===== src/rtl/score_digit_overlay.sv =====
// Score digit overlay: draws P1/P2 tens and ones digits from a shared glyph ROM
// into the VGA pixel stream with a fixed two-cycle latency.
module score_digit_overlay #(
    parameter int X_TENS_1 = 205,
    parameter int X_ONES_1 = 260,
    parameter int X_TENS_2 = 390,
    parameter int X_ONES_2 = 445,
    parameter int Y_POS    = 10,
    parameter int DIGIT_W  = 55,
    parameter int DIGIT_H  = 75,
    parameter int ROM_AW   = 16
) (
    input  logic              clk25,
    input  logic              reset,
    input  logic [9:0]        x,
    input  logic [9:0]        y,
    input  logic              blank,
    input  logic              frame_tick,
    input  logic [3:0]        score_1_tens,
    input  logic [3:0]        score_1_ones,
    input  logic [3:0]        score_2_tens,
    input  logic [3:0]        score_2_ones,
    output logic [ROM_AW-1:0] rom_addr,
    input  logic [8:0]        rom_data,
    output logic [8:0]        pixel,
    output logic              pixel_on,
    output logic              blank_out
);

    // Box index order doubles as overlap priority: tens1, ones1, tens2, ones2.
    localparam logic [9:0] BOX_LEFT [4] = '{
        10'(X_TENS_1), 10'(X_ONES_1), 10'(X_TENS_2), 10'(X_ONES_2)
    };
    localparam logic [9:0] BOX_RIGHT [4] = '{
        10'(X_TENS_1 + DIGIT_W), 10'(X_ONES_1 + DIGIT_W),
        10'(X_TENS_2 + DIGIT_W), 10'(X_ONES_2 + DIGIT_W)
    };
    localparam logic [9:0] Y_TOP = 10'(Y_POS);
    localparam logic [9:0] Y_BOT = 10'(Y_POS + DIGIT_H);

    localparam logic [ROM_AW-1:0] GLYPH_SIZE = ROM_AW'(DIGIT_W * DIGIT_H);
    localparam logic [ROM_AW-1:0] ROW_PITCH  = ROM_AW'(DIGIT_W);

    // Per-frame snapshot of the scores, indexed in box order.
    logic [3:0] shadow_digit [4];

    logic              in_rows;
    logic [3:0]        box_hit;
    logic              hit;
    logic [1:0]        sel;
    logic [6:0]        row;
    logic [5:0]        col;
    logic [ROM_AW-1:0] glyph_base;
    logic [ROM_AW-1:0] row_offset;
    logic [ROM_AW-1:0] addr_next;

    logic              hit_d1;
    logic              blank_d1;

    // Capture the scores only on the frame tick so a digit never changes mid-frame.
    always_ff @(posedge clk25) begin
        if (reset) begin
            for (int k = 0; k < 4; k++) begin
                shadow_digit[k] <= 4'd0;
            end
        end else if (frame_tick) begin
            shadow_digit[0] <= score_1_tens;
            shadow_digit[1] <= score_1_ones;
            shadow_digit[2] <= score_2_tens;
            shadow_digit[3] <= score_2_ones;
        end
    end

    // Per-box hit test; a non-BCD digit suppresses its box entirely.
    always_comb begin
        in_rows = (y >= Y_TOP) && (y < Y_BOT);
        box_hit = '0;
        for (int k = 0; k < 4; k++) begin
            box_hit[k] = !blank && in_rows
                         && (x >= BOX_LEFT[k]) && (x < BOX_RIGHT[k])
                         && (shadow_digit[k] <= 4'd9);
        end
    end

    // Priority select: scanning high to low lets the lowest index win on overlap.
    always_comb begin
        hit = 1'b0;
        sel = 2'd0;
        for (int k = 3; k >= 0; k--) begin
            if (box_hit[k]) begin
                hit = 1'b1;
                sel = 2'(k);
            end
        end
    end

    // Glyph address = digit base + row * width + column, all within ROM_AW bits.
    always_comb begin
        row        = 7'(y - Y_TOP);
        col        = 6'(x - BOX_LEFT[sel]);
        glyph_base = ROM_AW'(shadow_digit[sel]) * GLYPH_SIZE;
        row_offset = ROM_AW'(row) * ROW_PITCH;
        addr_next  = hit ? (glyph_base + row_offset + ROM_AW'(col)) : '0;
    end

    // Stage 1: register the ROM address together with the hit and blank qualifiers.
    always_ff @(posedge clk25) begin
        if (reset) begin
            rom_addr <= '0;
            hit_d1   <= 1'b0;
            blank_d1 <= 1'b1;
        end else begin
            rom_addr <= addr_next;
            hit_d1   <= hit;
            blank_d1 <= blank;
        end
    end

    // Stage 2: ROM data arrives; a zero glyph pixel is transparent.
    always_ff @(posedge clk25) begin
        if (reset) begin
            pixel     <= 9'd0;
            pixel_on  <= 1'b0;
            blank_out <= 1'b1;
        end else begin
            pixel     <= hit_d1 ? rom_data : 9'd0;
            pixel_on  <= hit_d1 && (rom_data != 9'd0);
            blank_out <= blank_d1;
        end
    end

endmodule


===== config.mk =====
export PLATFORM = sky130hd
export DESIGN_NAME = score_digit_overlay
export DESIGN_NICKNAME = d
export VERILOG_FILES = /design/src/rtl/score_digit_overlay.sv
export SDC_FILE = /design/constraint.sdc
export NUM_CORES = 1
export LEC_CHECK = 0
export BUFFER_PORTS_ARGS = -buffer_cell sky130_fd_sc_hd__buf_2
export CAP_MARGIN = 15
export CORE_ASPECT_RATIO = 0.8
export CORE_MARGIN = 2
export CORE_UTILIZATION = 51
export DETAILED_ROUTE_END_ITERATION = 6
export GPL_TIMING_DRIVEN = 0
export PLACE_DENSITY = 0.89
export SETUP_SLACK_MARGIN = 0.4
export SYNTH_ARGS = -nofsm -noshare
export SYNTH_HDL_FRONTEND = slang
export SYNTH_SLANG_ARGS = --single-unit

===== constraint.sdc =====
create_clock -name clk25 -period 6 [get_ports clk25]
set_clock_uncertainty 0.15 [all_clocks]
set_input_delay 0.3 -clock clk25 [delete_from_list [all_inputs] [get_ports clk25]]
set_output_delay 0.3 -clock clk25 [all_outputs]
set_load 0.01 [all_outputs]

# Yosys cells after proc, flatten, opt, wreduce, memory -nomap -nowiden
# Memory sizes are Yosys's and may differ from the RTL's.
# Cells that the tools add are included.
# W data, S select, Z words.
# totals
register_bits,29
ramBits,16
in_bits,49
out_inout_bits,27
wordCells,74
mem_count,1
# classes
addsub,4
n_mul,2
n_lt_le_gt_ge,15
muxes,20
bitwise_logic,7
n_reduce_logical,19
# memory_table
memory,words,width,rd,rd_ports_with_merged_regs,write_ports,line_no,text
shadow_digit,4,4,5,0,4,45,logic [3:0] shadow_digit [4];
# ops
operator,n
$lt A10 B9 Y1 const B,4
$ge A10 B9 Y1 const B,3
$bmux W10 S2,1
$add A16 B13 Y16,1
$add A16 B6 Y16,1
$le A4 B4 Y1 const B,4
$mul A4 B13 Y16 const B,1
$mux W4,4
$logic_and A1 B1 Y1,15
$mul A7 B6 Y13 const B,1
$mux W6,2
$ge A10 B4 Y1 const B,1
$ge A10 B8 Y1 const B,1
$lt A10 B7 Y1 const B,1
$mux W1,9
$reduce_bool A9 Y1,1
$mux W2,4
$sub A7 B4 Y7 const B,1
$sub A6 B6 Y6,1
$or A1 B1 Y1,4
$reduce_or A2 Y1,2
$ge A3 B3 Y1 const B,1
$not A2 Y3,1
$not A1 Y1,2
$logic_not A1 Y1,1

# Depth between registers and ports, before layout
# Gate-level depths: netlist of run 1.
# logic_depth
word_depth,16
mapped_depth,28
mapped_depth_nobuf,27

# Worst setup path before layout of run 1
# OpenSTA, ideal clock, no wires.
# synth_timing
path_type,input port to flip-flop
from,input y[0]
to,register rom_addr[15]
arrival_time_ps,6206
slack_ps,-427
stages,26
path_buffers,1
path_cell_list,inv_1 -> ha_1 -> o31a_1 -> or3_1 -> nand3_1 -> a211oi_2 -> buf_6 -> mux2i_1 -> mux2i_2 -> inv_1 -> fa_1 -> fa_1 -> fa_1 -> inv_1 -> fa_1 -> inv_1 -> fa_1 -> inv_1 -> ha_1 -> nand3_1 -> o211ai_1 -> o41ai_1 -> o21ai_0 -> o41a_1 -> or2_0 -> mux2i_1
# synth_via
elab_chain_cells,16
elab_cells_between_ends,37
classes_between,4 x add/sub; 2 x mul; 2 x order compare; 11 x mux; 2 x bitwise; 15 x reduce/logical; 1 x memory
# synth_lines
element,line_no,text
from (decl),16,"input logic [9:0] y,"
branches (longest 16 deep; another with $mul A4 B13 Y16),-,
to (signal assigned),113,rom_addr <= addr_next;
to (decl),23,"output logic [ROM_AW-1:0] rom_addr,"
# Several ways; the timed one is not identified. The select of a mux whose other input is x is not followed.
# A chain may end at the register's enable or synchronous reset.

# Final worst setup path of run 1
# layout_timing
from,input x[9]
to,register rom_addr[15]
# layout_via
elab_chain_cells,14
elab_cells_between_ends,39
classes_between,3 x add/sub; 1 x mul; 8 x order compare; 11 x mux; 2 x bitwise; 13 x reduce/logical; 1 x memory
# layout_lines
element,line_no,text
from (decl),15,"input logic [9:0] x,"
branches (longest 14 deep; another with $mul A4 B13 Y16),-,
# Several ways; the timed one is not identified. The select of a mux whose other input is x is not followed.

==> flow_summary.rst, run 1 <==
.. list-table::
   :header-rows: 1

   * - Metric
     - Value
   * - Result of the run
     - finished with violations
   * - Violated checks
     - negative setup slack
   * - Antenna violations before repair
     - 0
   * - Number of buffers added to fix hold violations after cts
     - 0
   * - Horizontal die dimension
     - 103 µm
   * - # setup viols final
     - 9
   * - Part of the power in combinational logic
     - 82.0%
   * - Mean Syn Cell Area
     - 9.90 µm²
   * - Number of library cell types mapped by synthesis
     - 53
   * - Vert. Die Dim
     - ~83 µm
   * - DRC violations left
     - 0
   * - Hold worst-path end
     - pixel[8]
   * - Fin crit share
     - 108%
   * - Seq pwr share
     - roughly a tenth
   * - Clock latency reported for the late side of the worst-skew pair
     - 310 ps
   * - HP Start
     - rom_data[8]
   * - Cell-internal power
     - 1.73 mW
   * - List of cells traversed by the critical path
     - buf_2 -> or4b_1 -> nor2_1 -> o221ai_2 -> a211oi_4 -> buf_12 -> mux2i_4 -> inv_2 -> fa_2 -> fa_1 -> fa_1 -> inv_2 -> fa_1 -> inv_1 -> fa_1 -> inv_2 -> ha_4 -> nand3_2 -> o211ai_1 -> o41ai_2 -> o21ai_2 -> o41a_1 -> or2_1 -> mux2i_1
   * - Maximum number of pins on one net before global-route repair
     - 17
   * - Cell types with the largest area share after synthesis
     - ha_1, fa_1, dfxtp_1
   * - Vias in the first global route
     - 3661
   * - Warnings from Yosys
     - 0
   * - Placement Setup Slack
     - -1060 ps
   * - Net count of the mapped netlist
     - 547
   * - H-tree levels
     - 2
   * - Cell area after technology mapping
     - 4010 µm²
   * - Worst-path clk slew
     - 90 ps
   * - Max FO, Critical Path
     - 5
   * - Fraction of synthesized cell area taken by the top area cell type
     - 19.3%
   * - First-pass GRT wire length
     - between 15000 and 20000 µm
   * - Leakage
     - 2.52 nW
   * - Max-Slew Margin vs Limit
     - 54.4%
   * - Sequential area share after synthesis
     - 26.5%
   * - Total power divided by cell area
     - 608 nW/µm²
   * - Root Driver
     - clkbuf_8
   * - Max stage delay on crit path
     - 590 ps
   * - Final Max Tran Viols
     - 0
   * - Total of max-cap violations
     - 0
   * - Hold slack
     - 47.2 ps
   * - Post-Syn Instances
     - 405
   * - Worst Path Required
     - 6080 ps
   * - Placeable Area
     - 7500 µm²
   * - Boundary pin count
     - 76
   * - I/O Buffers
     - 73
   * - Endpoint type of the worst setup path
     - register
   * - TritonCTS sink count
     - 45
   * - Number of nets at the end of the flow
     - roughly 660
   * - Count of flip-flops with a built-in enable after synthesis
     - 16
   * - Hold-critical path depth
     - 2
   * - Element type at the critical path start
     - input pin
   * - Remaining antenna violation count after routing
     - 0
   * - Detailed-route vias per instance
     - 5.52
   * - Total via count after detailed routing
     - 3424
   * - Number of storage elements in the synthesis netlist
     - 45
   * - FFs w/ async S/R, synth
     - 0%
   * - Primary flip-flop cell chosen by synthesis mapping
     - dfxtp_1
   * - Clock tree from TritonCTS
     - built
   * - Area growth syn-to-layout
     - 31.6%
   * - P_sw
     - between 1 and 1.5 mW
   * - Worst reg2reg startpoint
     - shadow_digit[2][1]
   * - Total iterations of the first detailed-routing run
     - 5
   * - Worst VDD drop
     - 505 µV
   * - Tightest Pin Transition
     - 684 ps
   * - Number of buffers created by CTS
     - 5
   * - Highest attainable clock frequency
     - 154 MHz
   * - Overflow after GRT
     - 0
   * - Final Worst Setup Slack
     - -481 ps
   * - Post-DP HPWL
     - 7290 µm
   * - N_diodes
     - 0
   * - Iteration-0 DRC Markers
     - 267
   * - Maximum count of clock buffers along a single path
     - 2
   * - Final hold violations
     - 0
   * - RSZ-0062 raised after global routing
     - yes
   * - Post-synth top area cell
     - ha_1
   * - Reg2Reg Setup Slack
     - -470 ps
   * - Path type of the worst min-delay path
     - input pin to register
   * - Mean routed wirelength per cell
     - 18.3 µm
   * - Final weighted congestion in routability-driven placement
     - 0.883
   * - Layout cells sized above 1
     - 34.8%
   * - Clock power frac
     - 7.6%
   * - All-layer global routing usage
     - 26.8%
   * - Final Critical Period
     - around 6500 ps
   * - Type of the setup path with the least slack
     - input pin to register
   * - DRT Wirelength
     - 11300 µm
   * - Worst R2R Path Depth
     - 24
   * - Sw Ratio
     - a little under half
   * - Starting Density
     - 53.5%
   * - Worst endpoint data arrival time
     - 6560 ps
   * - Worst flop-to-flop path endpoint
     - rom_addr[15]
   * - # rows
     - 28
   * - Die footprint
     - between 8000 and 9000 µm²
   * - Slowest-stage cell, CP
     - or4b_1
   * - Most common cell type on the critical path
     - fa_1
## flip-flops by register name, indices dropped and copies added, names as in the netlist
name	count
blank_d1	1
blank_out	1
hit_d1	1
pixel	9
pixel_on	1
rom_addr	16
shadow_digit	16
## cells in the mapped netlist (all sizes together), types with 2 or more instances
cell type	number
buf	2
nand4b	2
or3	4
o21ai	8
xnor2	10
clkbuf	3
nor2b	8
nor2	18
fa	31
a21o	4
or2	6
dfxtp	29
edfxtp	16
and2	29
o211ai	2
a211oi	6
o21a	5
xor2	11
nand2b	2
and3	2
nand3	7
nor3	10
ha	62
a21oi	14
mux2i	11
inv	74
nand2	10
## layout by cell type, fill, tap and decap left out, drive strengths merged, types with 2 or more instances in the layout
cell / n
inv: 76
buf: 104
dfxtp: 29
nor3: 10
nor2: 18
a211oi: 6
xnor2: 10
nand4b: 2
nand2: 10
ha: 62
xor2: 11
or2: 6
and2: 29
o21ai: 8
or3: 4
a21oi: 14
nand2b: 2
a21o: 4
edfxtp: 16
o211ai: 2
mux2i: 11
o21a: 5
nand3: 7
fa: 31
and3: 2
nor2b: 8
clkbuf: 8
## worst max path at each step
| stage | startpoint | to | depth (start not counted) |
|---|---|---|---|
| 6_report | x[9] | rom_addr[15] | 24 |
| 5_1_grt | shadow_digit[2][1] | rom_addr[15] | 24 |
| 4_1_cts | shadow_digit[2][1] | rom_addr[15] | 24 |
| 3_5_place_dp | y[1] | rom_addr[15] | 27 |
| 3_3_place_gp | y[1] | rom_addr[15] | 27 |
| 2_1_floorplan | x[2] | rom_addr[15] | 23 |
## per-layer routing
metal	track usage, %	vias to the layer above	share of wire, %
met1	32.7	1656	39
met4	11.1	0	3.9
met5	0	-	0
li1	-	1566	-
met2	46.4	165	51
met3	4.46	37	6.5
## per-stage QoR
step                utilization [%]  setup TNS (ps)  instance area [µm²]  instances  power, mW
finish                         70.4           -2650                 5280        620       3.21
global placement               61.4           -3740                 4610        583       2.00
global route                   70.4           -4340                 5280        620       3.43
CTS                            68.5            -460                 5130        615       2.78
floorplan                         -            -152                 4110        405       1.76
detailed placement             61.4           -5300                 4610        583       2.08
## kinds of logic after synthesis
group                      after synthesis  share of synthesized area [%]
AOI/OAI and AO/OA                       53                           9.42
xor gates and xnor gates                21                           4.59
adders and majority gates               93                           34.8
buffers and inverters                   79                           7.68
DFF                                     45                           26.5
muxes                                   11                           2.84
and+or+nand+nor                        103                           14.2
## worst max-delay path: cells and delay by family
family,cells,cell delay [ps]
adder cells (fa/ha/maj),6,2760
AO/OA/AOI/OAI,6,1350
buffers and inverters,6,530
AND/OR/NAND/NOR,4,1150
multiplexers,2,470
## power by group through the flow
stage          clock network [mW]  registers, mW  logic [mW]
2_1_floorplan                   0          0.338        1.42
3_3_place_gp                    0          0.339        1.67
3_5_place_dp                    0          0.339        1.74
4_1_cts                     0.245          0.335        2.20
5_1_grt                     0.256          0.336        2.83
6_report                    0.243          0.335        2.63
## final cells by class
class                           instances  area [µm²]
Multi-Input combinational cell        281        3030
Inverter                               74         278
Fill cell                             533        2220
Tap cell                              105         131
Sequential cell                        45        1060
Timing Repair Buffer                  102         624
Clock inverter                          3        47.5
Buffer                                  5        37.5
Clock buffer                            5        68.8
## repair_timing
action                                  4_1_cts  5_1_grt
gates resized for setup                      45       21
endpoints found under the setup margin       10       11
pin swaps                                    25       14
setup buffers                                24        5
(Power assumes the default switching activity.)
==> inputs of run 2 (changes only) <==
--- a/config.mk
+++ b/config.mk
@@ -13,7 +13,9 @@
 export DETAILED_ROUTE_END_ITERATION = 6
 export GPL_TIMING_DRIVEN = 0
 export PLACE_DENSITY = 0.89
+export REMOVE_ABC_BUFFERS = 1
 export SETUP_SLACK_MARGIN = 0.4
 export SYNTH_ARGS = -nofsm -noshare
 export SYNTH_HDL_FRONTEND = slang
 export SYNTH_SLANG_ARGS = --single-unit
+export TNS_END_PERCENT = 10
==> flow_summary.rst, run 2 (synthesis gave the netlist of run 1 again) <==
.. list-table::
   :header-rows: 1

   * - Metric
     - Value
   * - Result of the run
     - finished with violations
   * - Violated checks
     - negative setup slack
   * - Tightest Pin Transition
     - 707 ps (+23.2 ps)
   * - Root Driver
     - clkbuf_8
   * - Fill cell instance count of the final layout
     - 538 (+0.94%)
   * - DRC violations left
     - 0 (unchanged)
   * - RSZ-0062 raised after global routing
     - yes
   * - H-tree levels
     - 2 (unchanged)
   * - Total of max-cap violations
     - 0 (unchanged)
   * - Clock latency reported for the late side of the worst-skew pair
     - 310 ps (about the same)
   * - Worst Path Required
     - 6080 ps (about the same)
   * - DP Cell Count
     - 580 (-0.51%)
   * - Leakage
     - 2.43 nW (-3.5%)
   * - Starting Density
     - 53.5% (unchanged)
   * - Remaining antenna violation count after routing
     - 0 (unchanged)
   * - Element type at the critical path start
     - register
   * - Die footprint
     - 8590 µm² (unchanged)
   * - # setup viols final
     - 8 (-1)
   * - Endpoint type of the worst setup path
     - register
   * - Total iterations of the first detailed-routing run
     - 5 (unchanged)
   * - I/O Buffers
     - 75 (+2.7%)
   * - Highest attainable clock frequency
     - 152 MHz (-1.6%)
   * - Worst-path clk slew
     - 100 ps (about the same)
   * - Boundary pin count
     - 76 (unchanged)
   * - Final Worst Setup Slack
     - -586 ps (-105 ps)
   * - Overflow after GRT
     - 0 (unchanged)
   * - Number of nets at the end of the flow
     - 645 (-1.7%)
   * - DRT Wirelength
     - 9980 µm (-12%)
   * - Commonest non-fill, non-tap cell in the layout
     - buf_2
   * - All-layer global routing usage
     - 24.8% (-2.1 points)
   * - Number of buffers created by CTS
     - 5 (unchanged)
   * - Final hold violations
     - 0 (unchanged)
   * - Maximum number of pins on one net before global-route repair
     - 17 (unchanged)
   * - Clock tree from TritonCTS
     - built
   * - Total power divided by cell area
     - 487 nW/µm² (-20%)
   * - # rows
     - 28 (unchanged)
   * - Antenna violations before repair
     - 0 (unchanged)
   * - Leading registers by flop count
     - rom_addr x16, shadow_digit x16, pixel x9
   * - Final weighted congestion in routability-driven placement
     - 0.900 (+1.8%)
   * - Detailed-route vias per instance
     - 5.38 (-2.7%)
   * - Area growth syn-to-layout
     - 23.0%
   * - Worst VDD drop
     - 382 µV (-24%)
   * - Path type of the worst min-delay path
     - input pin to register
   * - Vias in the first global route
     - 3415 (-6.7%)
   * - First-pass GRT wire length
     - 16400 µm (-7.6%)
   * - Horizontal die dimension
     - 103 µm (unchanged)
   * - Mean routed wirelength per cell
     - 16.4 µm (-10%)
   * - Vert. Die Dim
     - 83.3 µm (unchanged)
   * - Final Max Tran Viols
     - 0 (unchanged)
   * - Number of buffers added to fix hold violations after cts
     - 0 (unchanged)
   * - Worst endpoint data arrival time
     - 6670 ps (+110 ps)
   * - Post-DP HPWL
     - 7040 µm (-3.4%)
   * - N_diodes
     - 0 (unchanged)
   * - Accumulated negative setup slack
     - -2250 ps (+394 ps)
   * - Final Critical Period
     - 6590 ps (+105 ps)
   * - Most frequent cells in the layout
     - buf_2, inv_1, ha_1
   * - Iteration-0 DRC Markers
     - 182 (-32%)
   * - Total via count after detailed routing
     - 3274 (-4.4%)
   * - Hold slack
     - 49.2 ps (+2.00 ps)
   * - Max-Slew Margin vs Limit
     - 52.7% (-1.6 points)
   * - Fin crit share
     - 110% (+1.8 points)
   * - Layout cells sized above 1
     - 28.0% (-6.8 points)
   * - Type of the setup path with the least slack
     - register to register
   * - Placeable Area
     - 7500 µm² (unchanged)
   * - Maximum count of clock buffers along a single path
     - 2 (unchanged)
   * - Max FO, Critical Path
     - 6 (+1)
   * - Number of standard cells in the final layout excluding fillers
     - 609 (-1.8%)
   * - TritonCTS sink count
     - 45 (unchanged)
## run 2: worst paths after layout
kind | slack (ps) | to | cells after the start | start
setup / recovery | -590 | rom_addr[15] | 23 | shadow_digit[3][1]
hold / removal | 50 | pixel[6] | 2 | rom_data[6]
setup reg to reg | -590 | rom_addr[15] | 23 | shadow_digit[3][1]
hold reg to reg | 310 | blank_out | 1 | blank_d1
## run 2: where the power goes
part	internal, mW	switching, mW
sequential	0.328	0.00792
combinational	0.866	0.993
clock	0.0851	0.120
total	1.28	1.12
## run 2: repair_timing
item                       4_1_cts  5_1_grt
setup buffers                   21        0
pin swaps                       29        0
setup endpoints to repair       13       12
gates resized for setup         39        2
## run 2: metrics by stage
step	utilization, %	instance area, µm²	total power [mW]	worst slack [ps]
floorplan	-	3980	1.54	-737
global placement	59.8	4490	1.77	-1670
detailed placement	59.8	4490	1.84	-1950
CTS	65.6	4920	2.36	-389
global route	65.8	4930	2.66	-827
finish	65.8	4930	2.40	-586
## run 2: routing by layer
metal | vias to the layer above | track usage [%] | part of all wire, %
met5 | - | 0 | 0
met3 | 35 | 4.71 | 7.0
met2 | 149 | 42.1 | 49
met1 | 1547 | 31.0 | 41
li1 | 1543 | - | -
met4 | 0 | 9.21 | 3.6
## run 2: layout make-up
type | count | area, µm² | share of cell area [%]
clock buffer | 5 | 68.8 | 1.40
inverter | 74 | 278 | 5.63
sequential | 45 | 1060 | 21.5
timing repair buffer | 96 | 546 | 11.1
tap | 105 | 131 | 2.66
multi-input combinational | 281 | 2820 | 57.2
clock inverter | 3 | 25.0 | 0.507
## run 2: critical path: stages, from the launching register on
cell      delay (ps)
edfxtp_1         410
o21a_1           210
a2111o_1         380
a211oi_4         310
buf_6            180
mux2i_2           90
mux2i_2          250
inv_1            130
fa_2             560
fa_1             440
fa_1             570
inv_1             70
fa_1             510
inv_1             70
fa_1             500
inv_2             50
ha_4             220
nand3_2           80
o211ai_1         110
o41ai_2          290
o21ai_2          110
o41a_1           430
or2_0            220
mux2i_1          150
